<file path="src/rtl/div_sequencer_pkg.sv">
// Shared definitions for the multi-cycle divider: FSM states, ALU function codes
// for the M-extension divide group, and small decode helpers.
package div_sequencer_pkg;

  localparam int DIV_ITERATIONS = 32;

  localparam logic [4:0] ALU_ADD  = 5'h00;
  localparam logic [4:0] ALU_SUB  = 5'h01;
  localparam logic [4:0] ALU_AND  = 5'h02;
  localparam logic [4:0] ALU_OR   = 5'h03;
  localparam logic [4:0] ALU_XOR  = 5'h04;
  localparam logic [4:0] ALU_DIV  = 5'h10;
  localparam logic [4:0] ALU_DIVU = 5'h11;
  localparam logic [4:0] ALU_REM  = 5'h12;
  localparam logic [4:0] ALU_REMU = 5'h13;

  typedef enum logic [1:0] {
    IDLE = 2'd0,
    ITER = 2'd1,
    FIX  = 2'd2,
    DONE = 2'd3
  } state_t;

  function automatic logic is_div_op(input logic [4:0] f);
    return (f == ALU_DIV) || (f == ALU_DIVU) || (f == ALU_REM) || (f == ALU_REMU);
  endfunction

  function automatic logic is_rem_op(input logic [4:0] f);
    return (f == ALU_REM) || (f == ALU_REMU);
  endfunction

  function automatic logic is_signed_op(input logic [4:0] f);
    return (f == ALU_DIV) || (f == ALU_REM);
  endfunction

endpackage

</file>
<file path="src/rtl/div_sequencer_step.sv">
// One restoring-division iteration: shift {rem,quo} left, trial-subtract the divisor,
// keep the difference and set the quotient LSB when it does not go negative.
module div_step #(
  parameter int WIDTH = 32
) (
  input  logic [WIDTH:0]   rem,
  input  logic [WIDTH-1:0] quo,
  input  logic [WIDTH-1:0] divisor,
  output logic [WIDTH:0]   rem_next,
  output logic [WIDTH-1:0] quo_next
);

  logic [WIDTH+1:0] shifted;
  logic [WIDTH+1:0] diff;
  logic             keep;

  // One spare bit above the remainder register catches the borrow of the trial subtract.
  assign shifted  = {rem, quo[WIDTH-1]};
  assign diff     = shifted - {2'b00, divisor};
  assign keep     = ~diff[WIDTH+1];
  assign rem_next = keep ? diff[WIDTH:0] : shifted[WIDTH:0];
  assign quo_next = {quo[WIDTH-2:0], keep};

endmodule

</file>
<file path="src/rtl/div_sequencer.sv">
// Radix-2 restoring divide/remainder sequencer (DIV, DIVU, REM, REMU) beside the ALU.
// One quotient bit per cycle; special cases can short-circuit straight to DONE.
module div_sequencer
  import div_sequencer_pkg::*;
#(
  parameter int WIDTH        = 32,
  parameter bit FAST_SPECIAL = 1'b1
) (
  input  logic             clock,
  input  logic             reset,
  input  logic             flush,
  input  logic             request_valid,
  output logic             request_ready,
  input  logic [4:0]       alu_function,
  input  logic [WIDTH-1:0] operand_a,
  input  logic [WIDTH-1:0] operand_b,
  output logic             result_valid,
  input  logic             result_ready,
  output logic [WIDTH-1:0] result,
  output logic             busy
);

  localparam int CW = $clog2(WIDTH);
  localparam logic [CW-1:0] CNT_LAST = CW'(DIV_ITERATIONS - 1);
  localparam logic [WIDTH-1:0] MOST_NEG = {1'b1, {(WIDTH-1){1'b0}}};

  state_t           state;
  logic [CW-1:0]    counter;
  logic [4:0]       func;
  logic [WIDTH-1:0] raw_a;
  logic             sign_b;
  logic             b_zero;
  logic [WIDTH:0]   rem_q;
  logic [WIDTH-1:0] quo_q;
  logic [WIDTH-1:0] div_q;

  logic [WIDTH:0]   rem_next;
  logic [WIDTH-1:0] quo_next;

  logic             in_signed;
  logic             in_neg_a;
  logic             in_neg_b;
  logic [WIDTH-1:0] abs_a;
  logic [WIDTH-1:0] abs_b;
  logic             in_overflow;
  logic             accept;

  logic             sign_a;
  logic [WIDTH-1:0] quo_fix;
  logic [WIDTH-1:0] rem_fix;
  logic [WIDTH-1:0] result_fix;

  div_step #(.WIDTH(WIDTH)) u_step (
    .rem      (rem_q),
    .quo      (quo_q),
    .divisor  (div_q),
    .rem_next (rem_next),
    .quo_next (quo_next)
  );

  assign accept      = request_valid && request_ready;
  assign in_signed   = is_signed_op(alu_function);
  assign in_neg_a    = in_signed && operand_a[WIDTH-1];
  assign in_neg_b    = in_signed && operand_b[WIDTH-1];
  assign abs_a       = in_neg_a ? -operand_a : operand_a;
  assign abs_b       = in_neg_b ? -operand_b : operand_b;
  assign in_overflow = in_signed && (operand_a == MOST_NEG) && (operand_b == '1);

  // A zero divisor leaves the quotient all-ones regardless of the dividend sign.
  assign sign_a     = is_signed_op(func) && raw_a[WIDTH-1];
  assign quo_fix    = ((sign_a ^ sign_b) && !b_zero) ? -quo_q : quo_q;
  assign rem_fix    = sign_a ? -rem_q[WIDTH-1:0] : rem_q[WIDTH-1:0];
  assign result_fix = is_rem_op(func) ? rem_fix : quo_fix;

  always_ff @(posedge clock) begin
    if (reset) begin
      state         <= IDLE;
      counter       <= '0;
      func          <= ALU_ADD;
      raw_a         <= '0;
      sign_b        <= 1'b0;
      b_zero        <= 1'b0;
      rem_q         <= '0;
      quo_q         <= '0;
      div_q         <= '0;
      result        <= '0;
      result_valid  <= 1'b0;
      busy          <= 1'b0;
      request_ready <= 1'b1;
    end else if (flush) begin
      state         <= IDLE;
      counter       <= '0;
      result_valid  <= 1'b0;
      busy          <= 1'b0;
      request_ready <= 1'b1;
    end else begin
      case (state)
        IDLE: begin
          if (accept) begin
            func          <= alu_function;
            raw_a         <= operand_a;
            sign_b        <= in_neg_b;
            b_zero        <= (operand_b == '0);
            busy          <= 1'b1;
            request_ready <= 1'b0;
            if (!is_div_op(alu_function)) begin
              result       <= '0;
              result_valid <= 1'b1;
              state        <= DONE;
            end else if (FAST_SPECIAL && (operand_b == '0)) begin
              result       <= is_rem_op(alu_function) ? operand_a : '1;
              result_valid <= 1'b1;
              state        <= DONE;
            end else if (FAST_SPECIAL && in_overflow) begin
              result       <= is_rem_op(alu_function) ? '0 : MOST_NEG;
              result_valid <= 1'b1;
              state        <= DONE;
            end else begin
              counter <= '0;
              rem_q   <= '0;
              quo_q   <= abs_a;
              div_q   <= abs_b;
              state   <= ITER;
            end
          end
        end
        ITER: begin
          rem_q   <= rem_next;
          quo_q   <= quo_next;
          counter <= counter + 1'b1;
          if (counter == CNT_LAST) begin
            state <= FIX;
          end
        end
        FIX: begin
          result       <= result_fix;
          result_valid <= 1'b1;
          state        <= DONE;
        end
        DONE: begin
          if (result_ready) begin
            result_valid  <= 1'b0;
            busy          <= 1'b0;
            request_ready <= 1'b1;
            state         <= IDLE;
          end
        end
        default: state <= IDLE;
      endcase
    end
  end

endmodule

</file>
<file path="config.mk">
export PLATFORM = sky130hd
export DESIGN_NAME = div_sequencer
export DESIGN_NICKNAME = d
export VERILOG_FILES = /design/src/rtl/div_sequencer_pkg.sv /design/src/rtl/div_sequencer_step.sv /design/src/rtl/div_sequencer.sv
export SDC_FILE = /design/constraint.sdc
export NUM_CORES = 1
export LEC_CHECK = 0
export ABC_CLOCK_PERIOD_IN_PS = 3200
export CORE_AREA = 2 2 185 187
export CTS_BUF_LIST = sky130_fd_sc_hd__clkbuf_8
export CTS_CLUSTER_DIAMETER = 50
export DETAILED_ROUTE_END_ITERATION = 12
export DIE_AREA = 0 0 187 189
export PLACE_DENSITY = 0.61
export SYNTH_ARGS = -nofsm -noshare
export SYNTH_HDL_FRONTEND = slang
export SYNTH_HIERARCHICAL = 1
export SYNTH_SLANG_ARGS = --single-unit
</file>
<file path="constraint.sdc">
create_clock -name clock -period 3.2 [get_ports clock]
set_input_delay 0.96 -clock clock [delete_from_list [all_inputs] [get_ports clock]]
set_output_delay 0.96 -clock clock [all_outputs]
set_load 0.005 [all_outputs]
</file>
* Word-level counts from Yosys, hierarchy flattened *
Index checks and enable logic that the tools add are counted.

word-level totals
  register bits after elaboration = 178
  bits of input ports = 74
  output and inout bits = 35
  word-level logic and storage cells = 120

cells by class
  add/sub/neg operators = 6
  eq/ne operators = 20
  muxes and demuxes = 46
  bitwise logic cells = 5
  reductions and logical operators = 30

operator list
  cell                    number
  $mux W32                15
  $mux W33                5
  $neg A32 Y32            4
  $pmux W32 S2            2
  $pmux W33 S2            1
  $eq A32 B32 Y1 const B  2
  $eq A5 B5 Y1 const B    8
  $sub A34 B32 Y34        1
  $logic_not A32 Y1       1
  $mux W5                 4
  $mux W2                 6
  $ne A2 B2 Y1 const B    6
  $reduce_and A6 Y1       2
  $pmux W5 S2             1
  $reduce_and A3 Y1       3
  $mux W1                 8
  $pmux W2 S4             1
  $reduce_and A4 Y1       2
  $logic_and A1 B1 Y1     7
  $logic_or A1 B1 Y1      7
  $reduce_bool A2 Y1      3
  $add A5 B1 Y5 const B   1
  $reduce_and A5 Y1       1
  $eq A2 B2 Y1 const B    2
  other kinds (10)        14

* Logic depth before layout (Yosys ltp) *
  word-level depth = 9
  gate-level depth with buffers = 15
  mapped depth without buffers = 14

* Hierarchy *
Netlist, hierarchy kept.

modules (own cells, without submodules)
  module         times used  cells each  area each (µm²)  seq. area each (µm²)
  div_sequencer  1           1231        9118.7           2942.8
  div_step       1           332         2454.9           0.0

* Worst setup path after synthesis *
OpenSTA, ideal clock, no wires.

  path type = input port to flip-flop
  start = in operand_a[1]
  end = reg quo_q[21]
  library setup time = 116 ps
  data arrival time = 3130 ps
  required time = 3084 ps
  setup slack = -46 ps
  stages on the path = 11
  buffers on the path = 3
  cell sequence = inv_1 > ha_1 > nor4b_1 > nand4_1 > nor3_1 > and2_1 > buf_2 > o31ai_1 > buf_2 > buf_1 > a31o_2

on the way
  cells in the longest elaborated chain, start to end = 7
  elaborated cells on any way between the ends = 12
  those cells by class = add/sub: 1; eq/ne: 2; mux: 6; reduce/logical: 3

RTL lines
  element               line                  text
  start, declared       div_sequencer.sv:15   input logic [WIDTH-1:0] operand_a,
  $neg A32 Y32          div_sequencer.sv:65   assign abs_a = in_neg_a ? -operand_a : operand_a;
  $mux W32              div_sequencer.sv:65
  $mux W32              div_sequencer.sv:114  end else if (FAST_SPECIAL && in_overflow) begin
  $mux W32              div_sequencer.sv:110  end else if (FAST_SPECIAL && (operand_b == '0)) begin
  $mux W32              div_sequencer.sv:106  if (!is_div_op(alu_function)) begin
  $mux W32              div_sequencer.sv:99   if (accept) begin
  $pmux W32 S2          div_sequencer.sv:97   case (state)
  end signal, assigned  div_sequencer.sv:121  quo_q <= abs_a;
  end signal, assigned  div_sequencer.sv:129  quo_q <= quo_next;
  end, declared         div_sequencer.sv:34   logic [WIDTH-1:0] quo_q;

Several ways; a longest one is shown, not always the timed one. The select of a mux whose other input is x is not followed.
A chain may end at the register's enable or synchronous reset.

* Worst setup path in the final report *
  start = in operand_a[27]
  end = reg quo_q[21]

on the way
  cells in the longest elaborated chain, start to end = 5

RTL lines
  element                             line                 text
  $eq A32 B32 Y1                      div_sequencer.sv:67  assign in_overflow = in_signed && (operand_a == MOST_NEG) && (operand_b == '1);
  $logic_and A1 B1 Y1 (2 in a row)    div_sequencer.sv:67
  $ne A2 B2 Y1 (no source line)       --
  $reduce_and A6 Y1 (no source line)  --

Every way passes these cells.

==> impl_results.md <==
- Sw Pwr: between 1500 and 2000 µW
- Final worst path period share: 0.9762
- Die Wd: ~190 µm
- # setup viols final: 0
- Clock power frac: 0.314
- Slew Limit Fails: 0
- Flop pwr share: 0.372
- Layout fillers: 3303
- Total grt overflow: 0
- Final antenna-violating net count: 0
- Mean Syn Cell Area: between 7 and 8 µm²
- Hold/Removal Path Class: reg2reg
- DP Cell Count: 2224
- Crit-path cells: clkdlybuf4s50_1 > or4_1 > nor4_2 > buf_4 > and4_1 > and2_4 > buf_4 > o31ai_4 > buf_12 > clkbuf_16 > a31o_2
- Port Buffer Count: roughly 110
- Clock insertion delay at the later pin of the skew report: 0.48 ns
- Die Footprint: around 35000 µm²
- Cell Int Power: 3550 µW
- Combinational group share of total power: 0.314
- CORE AREA: around 33000 µm²
- Layout area overhead: 32.19%
- Slowest stage delay, CP: around 0.58 ns
- Antenna Cells: 0
- Main synth FF type: dfxtp_1
- Post-synth net total: about 1700
- YS warnings: 6
- Power consumption: around 5200 µW
- Multi-input gate area: approximately 8000 µm²
- Most common cell after layout, fill and taps aside: buf_4
- RD Place Congestion: ~0.9
- Hold Path Depth: 2
- Vias: approximately 12000
- Vias in the first global route: about 12000
- CP max-delay cell: or4_1
- Largest net degree at the start of global routing: 70
- Tmin final: ~3.1 ns
- Die height: 189 µm
- Critical Path Stages: 11
- CTS max path bufs: 2
- CP endpoint kind: flip-flop
- Worst vdd ir: between 0.0002 and 0.0003 V
- Row cnt: 67
- WL per Instance: 17.56 µm
- Register area share after synthesis: 0.2543
- Critical path peak fanout: 17
- DPL Wire Length: ~30000 µm
- Maxcap violations: 0
- Unrepaired setup endpoints after global routing: true
- CTS tree: built
- Worst Clk Skew: between 0.015 and 0.02 ns
- Worst Path Buf+Inv: 5
- Actual slew at the worst max-slew pin: ~0.75 ns
- Via-per-instance ratio: between 5 and 6
- Post-Syn Area: between 10000 and 15000 µm²
- 1st-iter DRT viols: approximately 1100
- Critical Path AT: around 3.5 ns
- Pwr dens: approximately 340 nW/µm²
- Yosys reg bits: ~150
- Post-synth EDFFs: 0
- Routed WL: 39810 µm
- Ports: roughly 110
- Most frequent cells in the layout: buf_4 (224), nand2_1 (183), dfxtp_1 (144)
- CTS H-tree depth: 4
- Most frequent cell on the critical path: buf_4
- Total GRT Usage: 0.2153
- DRT Pass-1 Iters: 5
- Outcome: completed
- LEAKAGE: between 0.006 and 0.007 µW
- R2R depth: 14
- Final cell count without fillers: roughly 2300
- Register Area: 2947 µm²
- Sw frac: 0.3197
- Clock buffer count from CTS: 17
- TritonCTS Sinks: between 100 and 150
- Nets: a little under 2000
- Library cells used by synthesis: 77
- Initial Util: 0.3478
- Fmax: ~320 MHz
- Crit-path leading delay family: simple AND/OR/NAND/NOR gates
- Drt drc: 0
- Layout cell share with drive strength beyond 1: 0.1902
- Global-route wire length before repair: 61970 µm
- Ys async rst share: 0
- Initial antenna violation count: 0
- WS Path Type: in2reg
- CP required: between 3 and 4 ns
- Final Hold Viols: 0
- Post-synthesis cell count: ~1600
- Clock Tree Root: clkbuf_8
- Max_slew headroom: 0.5019
- Critical Path Start Type: input pin
- Clock transition at path regs: about 0.090 ns
through the flow:
step           instance area, µm²  setup TNS [ns]  hold slack, ns  worst slack, ns    util
2_1_floorplan               11580               0          0.4312          0.02542       -
3_3_place_gp                14470          -90.96          0.4430          -0.7511  0.4346
3_5_place_dp                14470          -83.20          0.4559          -0.7223  0.4346
4_1_cts                     14930               0          0.4678         0.005572  0.4485
5_1_grt                     15300         -0.1124          0.4967         -0.04417  0.4597
6_report                    15300               0          0.4722          0.07624  0.4597
timing repair:
item | CTS | global route
pin swaps | 3 | 19
endpoints found under the hold margin | 0 | 0
hold buffers | 0 | 0
gates cloned | 0 | 6
gates resized for setup | 7 | 33
setup endpoints to repair | 135 | 125
setup buffers | 0 | 6
metal layers:
metal | global-route usage | up-vias | part of all wire
met4 | 0.05830 | 0 | 0.022
li1 | - | 6078 | -
met3 | 0.02854 | 56 | 0.048
met5 | 0 | - | 0
met1 | 0.2922 | 5932 | 0.46
met2 | 0.3585 | 378 | 0.47
synthesized netlist by cell type (17+ instances only):
cell / n / area share
xnor2_1: 58 / 0.044
inv_1: 65 / 0.021
a31oi_1: 41 / 0.022
o211ai_1: 31 / 0.020
nand2b_1: 17 / 0.0092
nand2_1: 184 / 0.060
nor4_1: 22 / 0.012
xor2_1: 84 / 0.064
ha_1: 44 / 0.048
nand3_1: 60 / 0.026
nor3_1: 41 / 0.018
o31ai_1: 18 / 0.012
dfxtp_1: 147 / 0.25
a21o_1: 22 / 0.014
a21oi_1: 135 / 0.058
a211oi_1: 37 / 0.024
o21ai_0: 93 / 0.040
nor2_1: 127 / 0.041
buf_4: 35 / 0.023
mux2_1: 20 / 0.019
clkbuf_1: 67 / 0.022
cell type report:
cell class,instances,area share
Clock buffer,20,0.01799
Clock inverter,12,0.01006
Inverter,65,0.01611
Multi-Input combinational cell,1227,0.5232
Sequential cell,147,0.1926
Tap cell,448,0.03664
Timing Repair Buffer,348,0.2034
worst paths after layout:
kind | startpoint | end | slack (ns)
setup / recovery | operand_a[27] | quo_q[21] | 0.08
hold / removal | func[4] | func[4] | 0.47
setup reg to reg | quo_q[31] | rem_q[32] | 0.11
hold reg to reg | func[4] | func[4] | 0.47
sequential cells by signal, indices dropped and copies added (netlist names):
name           count
div_q             32
state              2
request_ready      1
result            32
func               5
rem_q             33
busy               1
counter            5
b_zero             1
raw_a              1
result_valid       1
quo_q             32
sign_b             1
power groups by stage:
stage               combinational, µW  clock (µW)  sequential (µW)
floorplan                         851           0             1970
CTS                              1470        1650             1940
global route                     1770        1730             1950
detailed placement               1460           0             1980
finish                           1640        1640             1940
global placement                 1450           0             1980
cells by family after synthesis:
group                      count (synthesis)  synth area share
AOI/OAI and AO/OA                        458            0.2542
muxes                                     38           0.03611
xor gates and xnor gates                 142            0.1075
DFF                                      147            0.2543
and+or+nand+nor                          544            0.2245
adders and majority gates                 45           0.04930
buffers and inverters                    189           0.07416
worst register-to-register path, stage by stage (launching register included):
cell and delay (ns):
dfxtp_2 0.34, inv_4 0.09, ha_4 0.16, fa_2 0.21
nand2b_4 0.13, a21oi_2 0.07, o41a_4 0.39, a31oi_4 0.22
o31ai_2 0.12, a221o_1 0.38, a221oi_2 0.29, nor3b_2 0.22
xor2_1 0.17, nand3_1 0.09, a21oi_1 0.14
(Power assumes the default switching activity.)
